### config.mk
export PLATFORM = sky130hd
export DESIGN_NAME = id_stage_pipe
export DESIGN_NICKNAME = d
export VERILOG_FILES = /design/src/rtl/id_pkg.sv /design/src/rtl/Decoder.sv /design/src/rtl/rf_param.sv /design/src/rtl/id_stage_pipe.sv
export SDC_FILE = /design/constraint.sdc
export NUM_CORES = 2
export LEC_CHECK = 0
export ABC_CLOCK_PERIOD_IN_PS = 46500
export CAP_MARGIN = 20
export CORE_UTILIZATION = 44
export DETAILED_ROUTE_END_ITERATION = 8
export PLACE_DENSITY_LB_ADDON = 0.08
export SYNTH_ARGS = -nofsm -noshare
export SYNTH_HDL_FRONTEND = slang
export SYNTH_SLANG_ARGS = --single-unit
### constraint.sdc
create_clock -name clk -period 46.5 [get_ports clk]
set_input_delay 9.3 -clock clk [delete_from_list [all_inputs] [get_ports clk]]
set_output_delay 9.3 -clock clk [all_outputs]
set_load 0.03 [all_outputs]
### src/rtl/id_pkg.sv
// Shared encodings for the decode stage: opcodes, ALU operations, operand sources, access sizes.
package id_pkg;

    typedef enum logic [6:0] {
        OPC_LOAD   = 7'b0000011,
        OPC_STORE  = 7'b0100011,
        OPC_OP     = 7'b0110011,
        OPC_OP_IMM = 7'b0010011,
        OPC_BRANCH = 7'b1100011,
        OPC_LUI    = 7'b0110111
    } opcode_e;

    typedef enum logic [2:0] {
        ALU_ADD = 3'd0,
        ALU_SUB = 3'd1,
        ALU_AND = 3'd2,
        ALU_OR  = 3'd3,
        ALU_XOR = 3'd4,
        ALU_SLL = 3'd5,
        ALU_SRL = 3'd6,
        ALU_SLT = 3'd7
    } alu_e;

    typedef enum logic [1:0] {
        SRC_REG   = 2'd0,
        SRC_IMM   = 2'd1,
        SRC_UPPER = 2'd2
    } alusrc_e;

    typedef enum logic [1:0] {
        SZ_BYTE  = 2'd0,
        SZ_HALF  = 2'd1,
        SZ_WORD  = 2'd2,
        SZ_DWORD = 2'd3
    } size_e;

    // funct3 -> ALU op; sub only applies to the register-register add slot
    function automatic alu_e alu_op(input logic [2:0] f3, input logic sub);
        case (f3)
            3'b000:         return sub ? ALU_SUB : ALU_ADD;
            3'b001:         return ALU_SLL;
            3'b010, 3'b011: return ALU_SLT;
            3'b100:         return ALU_XOR;
            3'b101:         return ALU_SRL;
            3'b110:         return ALU_OR;
            default:        return ALU_AND;
        endcase
    endfunction

endpackage

### src/rtl/Decoder.sv
// Combinational instruction decoder; register fields are passed through raw for every format.
module Decoder
    import id_pkg::*;
(
    input  logic [31:0] inst,
    input  logic        flush,
    output logic [6:0]  opcode,
    output logic [2:0]  func,
    output logic [4:0]  rs1,
    output logic [4:0]  rs2,
    output logic [4:0]  rd,
    output logic [31:0] imm,
    output logic [1:0]  alusrc,
    output logic [2:0]  aluctrl,
    output logic        mreq,
    output logic        write,
    output logic [1:0]  size,
    output logic        rw
);

    always_comb begin
        opcode  = inst[6:0];
        func    = inst[14:12];
        rs1     = inst[19:15];
        rs2     = inst[24:20];
        rd      = inst[11:7];
        imm     = '0;
        alusrc  = SRC_REG;
        aluctrl = ALU_ADD;
        mreq    = 1'b0;
        write   = 1'b0;
        size    = SZ_BYTE;
        rw      = 1'b0;
        case (inst[6:0])
            OPC_LOAD: begin
                imm    = {{20{inst[31]}}, inst[31:20]};
                alusrc = SRC_IMM;
                mreq   = 1'b1;
                size   = inst[13:12];
                rw     = 1'b1;
            end
            OPC_STORE: begin
                imm    = {{20{inst[31]}}, inst[31:25], inst[11:7]};
                alusrc = SRC_IMM;
                mreq   = 1'b1;
                write  = 1'b1;
                size   = inst[13:12];
            end
            OPC_OP: begin
                aluctrl = alu_op(inst[14:12], inst[30]);
                rw      = 1'b1;
            end
            OPC_OP_IMM: begin
                imm     = {{20{inst[31]}}, inst[31:20]};
                alusrc  = SRC_IMM;
                aluctrl = alu_op(inst[14:12], 1'b0);
                rw      = 1'b1;
            end
            OPC_BRANCH: begin
                imm     = {{19{inst[31]}}, inst[31], inst[7], inst[30:25], inst[11:8], 1'b0};
                aluctrl = ALU_SUB;
            end
            OPC_LUI: begin
                imm    = {inst[31:12], 12'b0};
                alusrc = SRC_UPPER;
                rw     = 1'b1;
            end
            default: ;
        endcase
        if (flush) begin
            opcode  = '0;
            func    = '0;
            rs1     = '0;
            rs2     = '0;
            rd      = '0;
            imm     = '0;
            alusrc  = '0;
            aluctrl = '0;
            mreq    = 1'b0;
            write   = 1'b0;
            size    = '0;
            rw      = 1'b0;
        end
    end

endmodule

### src/rtl/rf_param.sv
// NREGS x XLEN register file: two async read ports with write-through bypass, one sync write port, x0 fixed at zero.
module rf_param #(
    parameter  int unsigned XLEN  = 32,
    parameter  int unsigned NREGS = 32,
    localparam int unsigned RA_W  = $clog2(NREGS)
) (
    input  logic            clk,
    input  logic            rst,
    input  logic [RA_W-1:0] raddr1,
    input  logic [RA_W-1:0] raddr2,
    output logic [XLEN-1:0] rdata1,
    output logic [XLEN-1:0] rdata2,
    input  logic            wen,
    input  logic [RA_W-1:0] waddr,
    input  logic [XLEN-1:0] wdata
);

    logic [XLEN-1:0] regs_q [NREGS];

    always_ff @(posedge clk or posedge rst) begin
        if (rst) begin
            for (int unsigned i = 0; i < NREGS; i++) begin
                regs_q[i] <= '0;
            end
        end else if (wen && (waddr != '0)) begin
            regs_q[waddr] <= wdata;
        end
    end

    always_comb begin
        rdata1 = '0;
        rdata2 = '0;
        if (raddr1 != '0) begin
            rdata1 = (wen && (waddr == raddr1)) ? wdata : regs_q[raddr1];
        end
        if (raddr2 != '0) begin
            rdata2 = (wen && (waddr == raddr2)) ? wdata : regs_q[raddr2];
        end
    end

endmodule

### src/rtl/id_stage_pipe.sv
// Decode stage with ID/EX pipeline register, valid/ready handshakes and a load-use interlock.
module id_stage_pipe
    import id_pkg::*;
#(
    parameter  int unsigned XLEN  = 32,
    parameter  int unsigned NREGS = 32,
    localparam int unsigned RA_W  = $clog2(NREGS)
) (
    input  logic            clk,
    input  logic            rst,
    input  logic            in_valid,
    output logic            in_ready,
    input  logic [31:0]     in_inst,
    input  logic            flush,
    input  logic            wb_en,
    input  logic [RA_W-1:0] wb_addr,
    input  logic [XLEN-1:0] wb_data,
    output logic            out_valid,
    input  logic            out_ready,
    output logic [6:0]      opcode,
    output logic [2:0]      func,
    output logic [XLEN-1:0] data1,
    output logic [XLEN-1:0] data2,
    output logic [XLEN-1:0] imm,
    output logic [RA_W-1:0] rs1,
    output logic [RA_W-1:0] rs2,
    output logic [RA_W-1:0] rd,
    output logic [1:0]      alusrc,
    output logic [2:0]      aluctrl,
    output logic            mreq,
    output logic            write,
    output logic [1:0]      size,
    output logic            rw
);

    typedef struct packed {
        logic [6:0]      opcode;
        logic [2:0]      func;
        logic [XLEN-1:0] data1;
        logic [XLEN-1:0] data2;
        logic [XLEN-1:0] imm;
        logic [RA_W-1:0] rs1;
        logic [RA_W-1:0] rs2;
        logic [RA_W-1:0] rd;
        logic [1:0]      alusrc;
        logic [2:0]      aluctrl;
        logic            mreq;
        logic            write;
        logic [1:0]      size;
        logic            rw;
    } bundle_t;

    logic [6:0]      d_opcode;
    logic [2:0]      d_func;
    logic [4:0]      d_rs1, d_rs2, d_rd;
    logic [31:0]     d_imm;
    logic [1:0]      d_alusrc;
    logic [2:0]      d_aluctrl;
    logic            d_mreq, d_write, d_rw;
    logic [1:0]      d_size;
    logic [RA_W-1:0] rs1_a, rs2_a;
    logic [XLEN-1:0] rd1, rd2;

    bundle_t dec_b, bundle_q, bundle_d;
    logic    valid_q, valid_d, hazard;

    // Squash happens at the pipeline register, so the decoder itself never flushes
    Decoder u_dec (
        .inst    (in_inst),
        .flush   (1'b0),
        .opcode  (d_opcode),
        .func    (d_func),
        .rs1     (d_rs1),
        .rs2     (d_rs2),
        .rd      (d_rd),
        .imm     (d_imm),
        .alusrc  (d_alusrc),
        .aluctrl (d_aluctrl),
        .mreq    (d_mreq),
        .write   (d_write),
        .size    (d_size),
        .rw      (d_rw)
    );

    assign rs1_a = d_rs1[RA_W-1:0];
    assign rs2_a = d_rs2[RA_W-1:0];

    rf_param #(.XLEN(XLEN), .NREGS(NREGS)) u_rf (
        .clk    (clk),
        .rst    (rst),
        .raddr1 (rs1_a),
        .raddr2 (rs2_a),
        .rdata1 (rd1),
        .rdata2 (rd2),
        .wen    (wb_en),
        .waddr  (wb_addr),
        .wdata  (wb_data)
    );

    always_comb begin
        dec_b         = '0;
        dec_b.opcode  = d_opcode;
        dec_b.func    = d_func;
        dec_b.data1   = rd1;
        dec_b.data2   = rd2;
        dec_b.imm     = XLEN'($signed(d_imm));
        dec_b.rs1     = rs1_a;
        dec_b.rs2     = rs2_a;
        dec_b.rd      = d_rd[RA_W-1:0];
        dec_b.alusrc  = d_alusrc;
        dec_b.aluctrl = d_aluctrl;
        dec_b.mreq    = d_mreq;
        dec_b.write   = d_write;
        dec_b.size    = d_size;
        dec_b.rw      = d_rw;
    end

    // Load in the ID/EX register whose destination feeds either source field of the incoming instruction
    assign hazard = valid_q & bundle_q.mreq & ~bundle_q.write & bundle_q.rw & (bundle_q.rd != '0)
                  & ((bundle_q.rd == rs1_a) | (bundle_q.rd == rs2_a));

    assign in_ready = ~rst & ~flush & ~hazard & (~valid_q | out_ready);

    always_comb begin
        valid_d  = valid_q;
        bundle_d = bundle_q;
        if (flush) begin
            valid_d = 1'b0;
        end else if (~valid_q | out_ready) begin
            if (in_valid & ~hazard) begin
                valid_d  = 1'b1;
                bundle_d = dec_b;
            end else begin
                valid_d = 1'b0;
            end
        end
    end

    always_ff @(posedge clk or posedge rst) begin
        if (rst) begin
            valid_q  <= 1'b0;
            bundle_q <= '0;
        end else begin
            valid_q  <= valid_d;
            bundle_q <= bundle_d;
        end
    end

    assign out_valid = valid_q;
    assign opcode    = bundle_q.opcode;
    assign func      = bundle_q.func;
    assign data1     = bundle_q.data1;
    assign data2     = bundle_q.data2;
    assign imm       = bundle_q.imm;
    assign rs1       = bundle_q.rs1;
    assign rs2       = bundle_q.rs2;
    assign rd        = bundle_q.rd;
    assign alusrc    = bundle_q.alusrc;
    assign aluctrl   = bundle_q.aluctrl;
    assign mreq      = bundle_q.mreq;
    assign write     = bundle_q.write;
    assign size      = bundle_q.size;
    assign rw        = bundle_q.rw;

endmodule

# Word-level counts from Yosys, hierarchy flattened
# Index checks and enable logic that the tools add are counted.
# totals
word_cells	128
inputBits	75
reg_bits	1156
# op_classes
eq_ne	16
bitwise	19
muxes	26
order_cmp	4
reduce_logical	16
# op_table
operator	n
$bwmux 1024	1
$bmux 32 s5	2
$mux 32	9
$demux 32 s5	1
$pmux 32 s4	1
$pmux 3 s6	2
$eq 7x6->1 const B	3
$eq 5x5->1	4
$reduce_bool 5->1	4
$ge 6x6->1 const B	3
$not 5->6	3
$and 1x1->1	9
$eq 3x3->1 const B	3
$pmux 3 s3	1
$eq 7x2->1 const B	1
$eq 7x5->1 const B	1
$eq 7x7->1 const B	1
$mux 1	7
$eq 3x2->1 const B	2
$lt 6x1->1 const B	1
$reduce_or 2->1	3
$not 1->1	5
$logic_and 1x1->1	4
$pmux 2 s2	1
8 further kinds	9

# Logic depth before layout (Yosys ltp)
# depth
depth_word	10
mapped_depth	10
ltp_nobuf	6

# Modules after synthesis
# From an unflattened synthesis, not the netlist that was laid out.
# hier_totals
hier_cells	4274
area_unflattened_um2	61657.9
# modules_own_cells
mod	area_each_um2	cells_each	seq_area_each_um2	instances
rf_param	55494.5	3823	25624.6	1
id_stage_pipe	5124.9	309	3303.2	1
Decoder	1038.5	142	0.0	1

# Least setup slack after synthesis
# No wires, ideal clock.
# synth_path
path_kind	input to output
start	in in_inst[19]
end	out in_ready
setup_slack_ns	26.192
required_time_ns	37.200
n_path_buf	1
cell_stages	6
arrival_time_ns	11.008
path_cell_list	buf_2 -> xor2_1 -> nor3_1 -> a22oi_1 -> nor2_1 -> nor4_1
# synth_via
elab_chain_len	6
# synth_lines
item	line	rtl
start: declaration	id_stage_pipe.sv:13	input logic [31:0] in_inst,
$eq 5x5->1	id_stage_pipe.sv:120	& ((bundle_q.rd == rs1_a) | (bundle_q.rd == rs2_a));
$or 1x1->1	id_stage_pipe.sv:120	
$and 1x1->1	id_stage_pipe.sv:120	
$not 1->1	id_stage_pipe.sv:122	assign in_ready = ~rst & ~flush & ~hazard & (~valid_q | out_ready);
$and 1x1->1 (2 in a row)	id_stage_pipe.sv:122	
end: declaration	id_stage_pipe.sv:12	output logic in_ready,
# No other way between the ends.

# Worst setup path after layout
# layout_path
start	in in_inst[18]
end	out in_ready
# The elaborated chain is that of the path after synthesis.

==> metrics <==
Worst Path Required 37.20 ns; most common cell in the netlist dfrtp_1; TritonCTS Sinks 1155; detailed-router iteration count before antenna repair 6; Least-Margin Pin Slew around 1.2 ns; GRT met1 Usage around 43%; Syn Inst Count 4045; Nets between 4000 and 5000; layout cell share with drive strength beyond 1 about 43%; Iter 0 DRT Violations between 3000 and 4000; final wirelength 201.6 mm; reg-to-reg endpoint data2[21]$_DFFE_PP0P_; I/O Pins between 200 and 250; startpoint types primary input; flop2flop setup slack around 43 ns; Finish-stage setup viols 0; Seq/Total Area, Yosys about half; status finished clean; FILL cells between 10000 and 15000; height of the die roughly 370 microns; Setup crit end in_ready; CTS Buf Count 138; share of the synthesized area in the top cell type between 40 and 50%; Post-Syn Nets between 4000 and 5000; crit path from in_inst[18]; H-tree depth 4; RSZ-0062 raised after global routing false; Slew Viols, Final 0; Antenna Nets Post-Route 0; critical path class in -> out; GRT Overall Usage between 20% and 30%; DR vias slightly below 40000; drt drc 0; Slew HR 21.89%; initial antenna violation count 6; met3 Use GR between 4 and 5%; mapped cell area slightly below 60000 sq um; synth warn 0; die width about 370 microns; setup ws final roughly 25 ns; post-layout util 50.63%; gr busiest metal met2; area leader, netlist dfrtp_1; Initial Util ~44%; f_max between 40 and 50 MHz; top_reg_cell synth dfrtp_1; Synth-to-Final Area Change 14.03%; Peak VDD IR 35.24 uV; CTS tree built; post-route clock period utilization roughly 46%; CTS resizes 0; Syn Area/Cell ~15 sq um; Fin Clk Skew ~0.026 ns; die area roughly 140000 sq um; worst-path maximum fanout 12; Post-CTS Setup Bufs 0; count of cell types in the netlist just under 60; row count approximately 130; clk_lat worst skew 0.79 ns; count of flip-flops with a built-in enable after synthesis 0; first-pass GRT wire length roughly 290 mm; Max-Cap Viols 0; grt met2 use between 40% and 50%; P per Cell Area between 40 and 50 nW/um^2; Fin Setup TNS 0 ns; Clk pin slew, worst setup/hold paths around 0.05 ns; worst hold path type reg -> reg; final hold vios 0; most frequent cells after synthesis dfrtp_1, mux2_2, mux4_2, mux2i_1, clkbuf_1; hold_buf cts 0; vias in the first global route 39310; r2r worst-path depth 6; Lkg Pwr a little under 30 nW; PortBufs 207; Core ar. about 130000 sq um; flop and latch count out of synthesis approximately 1200; top cells by area, synth dfrtp_1, mux2_2, mux4_2; Arr. time, crit path between 10 and 15 ns; Critical R2R Launch rd[1]$_DFFE_PP0P_; overflow left after global routing 0; ys async rst share between 90% and 100%; Place WS ~25 ns; CTS Root Cell clkbuf_16; CP Capture Type primary output; Clock Path Buffers 3; Final HPWL DP between 100 and 150 mm; Routed wire per std cell 34.04 microns; worst hold margin 0.3917 ns; Vias/cell around 6.5; GP Congestion 0.7679; Design Power 2.985 mW; fin crit period around 21 ns; largest net degree at the start of global routing about 130
==> where the power goes <==
group          total (mW)  switching (mW)  internal (mW)
Combinational       0.580           0.250          0.330
Clock                1.08           0.440          0.642
Sequential           1.32           0.133           1.19
==> final cells by class <==
class / instances / area [sq um] / area share, %
Tap cell: 1768 / 2212 / 3.274
Clock inverter: 30 / 291.5 / 0.4315
Timing Repair Buffer: 331 / 3450 / 5.106
Sequential cell: 1155 / 28900 / 42.78
Clock buffer: 214 / 4199 / 6.215
Multi-Input combinational cell: 2419 / 28480 / 42.16
Inverter: 4 / 22.52 / 0.03333
Antenna cell: 2 / 5.005 / 0.007407
==> worst min path at each step <==
stage	startpoint	endpoint	depth (start not counted)
after detailed placement	u_rf.regs_q[1015]$_DFFE_PP0P_	u_rf.regs_q[1015]$_DFFE_PP0P_	0
after CTS	u_rf.regs_q[1007]$_DFFE_PP0P_	u_rf.regs_q[1007]$_DFFE_PP0P_	0
after floorplan	u_rf.regs_q[1000]$_DFFE_PP0P_	u_rf.regs_q[1000]$_DFFE_PP0P_	1
after global routing	u_rf.regs_q[1019]$_DFFE_PP0P_	u_rf.regs_q[1019]$_DFFE_PP0P_	0
after global placement	u_rf.regs_q[1012]$_DFFE_PP0P_	u_rf.regs_q[1012]$_DFFE_PP0P_	0
final	u_rf.regs_q[1004]$_DFFE_PP0P_	u_rf.regs_q[1004]$_DFFE_PP0P_	0
==> per-layer routing <==
layer	vias to the layer above	wire, microns
li1	15810	-
met1	21110	89530
met2	1327	95310
met3	294	11580
met4	2	5195
met5	-	13
==> stage by stage <==
| step | instance area [sq um] | instances |
|---|---|---|
| final | 67560 | 5923 |
| after global placement | 62510 | 5653 |
| after global routing | 67560 | 5921 |
| after detailed placement | 62640 | 5659 |
| after floorplan | 59250 | 4045 |
| after CTS | 67130 | 5903 |
==> logic make-up after synthesis <==
logic type / after synthesis / synth area share [%]
mux: 1657 / 38.25
flops: 1155 / 48.78
compound gates: 592 / 7.771
buf+inv: 471 / 3.628
simple gates: 150 / 1.273
xor+xnor: 20 / 0.2956
==> sequential cells by signal, summed over array words and instances, names as in the netlist, 3 cells and up <==
name         flops
u_rf.regs_q   1023
rs1              5
rd               5
rs2              5
func             3
aluctrl          3
imm             32
data1           32
opcode           7
data2           32
==> placed cells by master, fill, tap and decap left out, drive strengths merged, types with 25 or more instances in the layout <==
cell type,count
dfrtp,1155
o221ai,64
nand2,69
nor2,25
mux2i,254
a21oi,52
clkdlybuf4s50,199
o21ai,41
clkbuf,221
buf,125
a211oi,134
a22oi,67
a221o,64
o22ai,63
mux4,384
a2111oi,28
mux2,1019
a22o,64
==> critical path, stage by stage <==
cell and delay (ns):
clkdlybuf4s50_1 0.98, xor2_1 0.21, nor2_1 0.07, a22oi_1 0.34
nor2_1 0.25, nor4_1 0.28, clkdlybuf4s50_1 0.72
(Power assumes the default switching activity.)
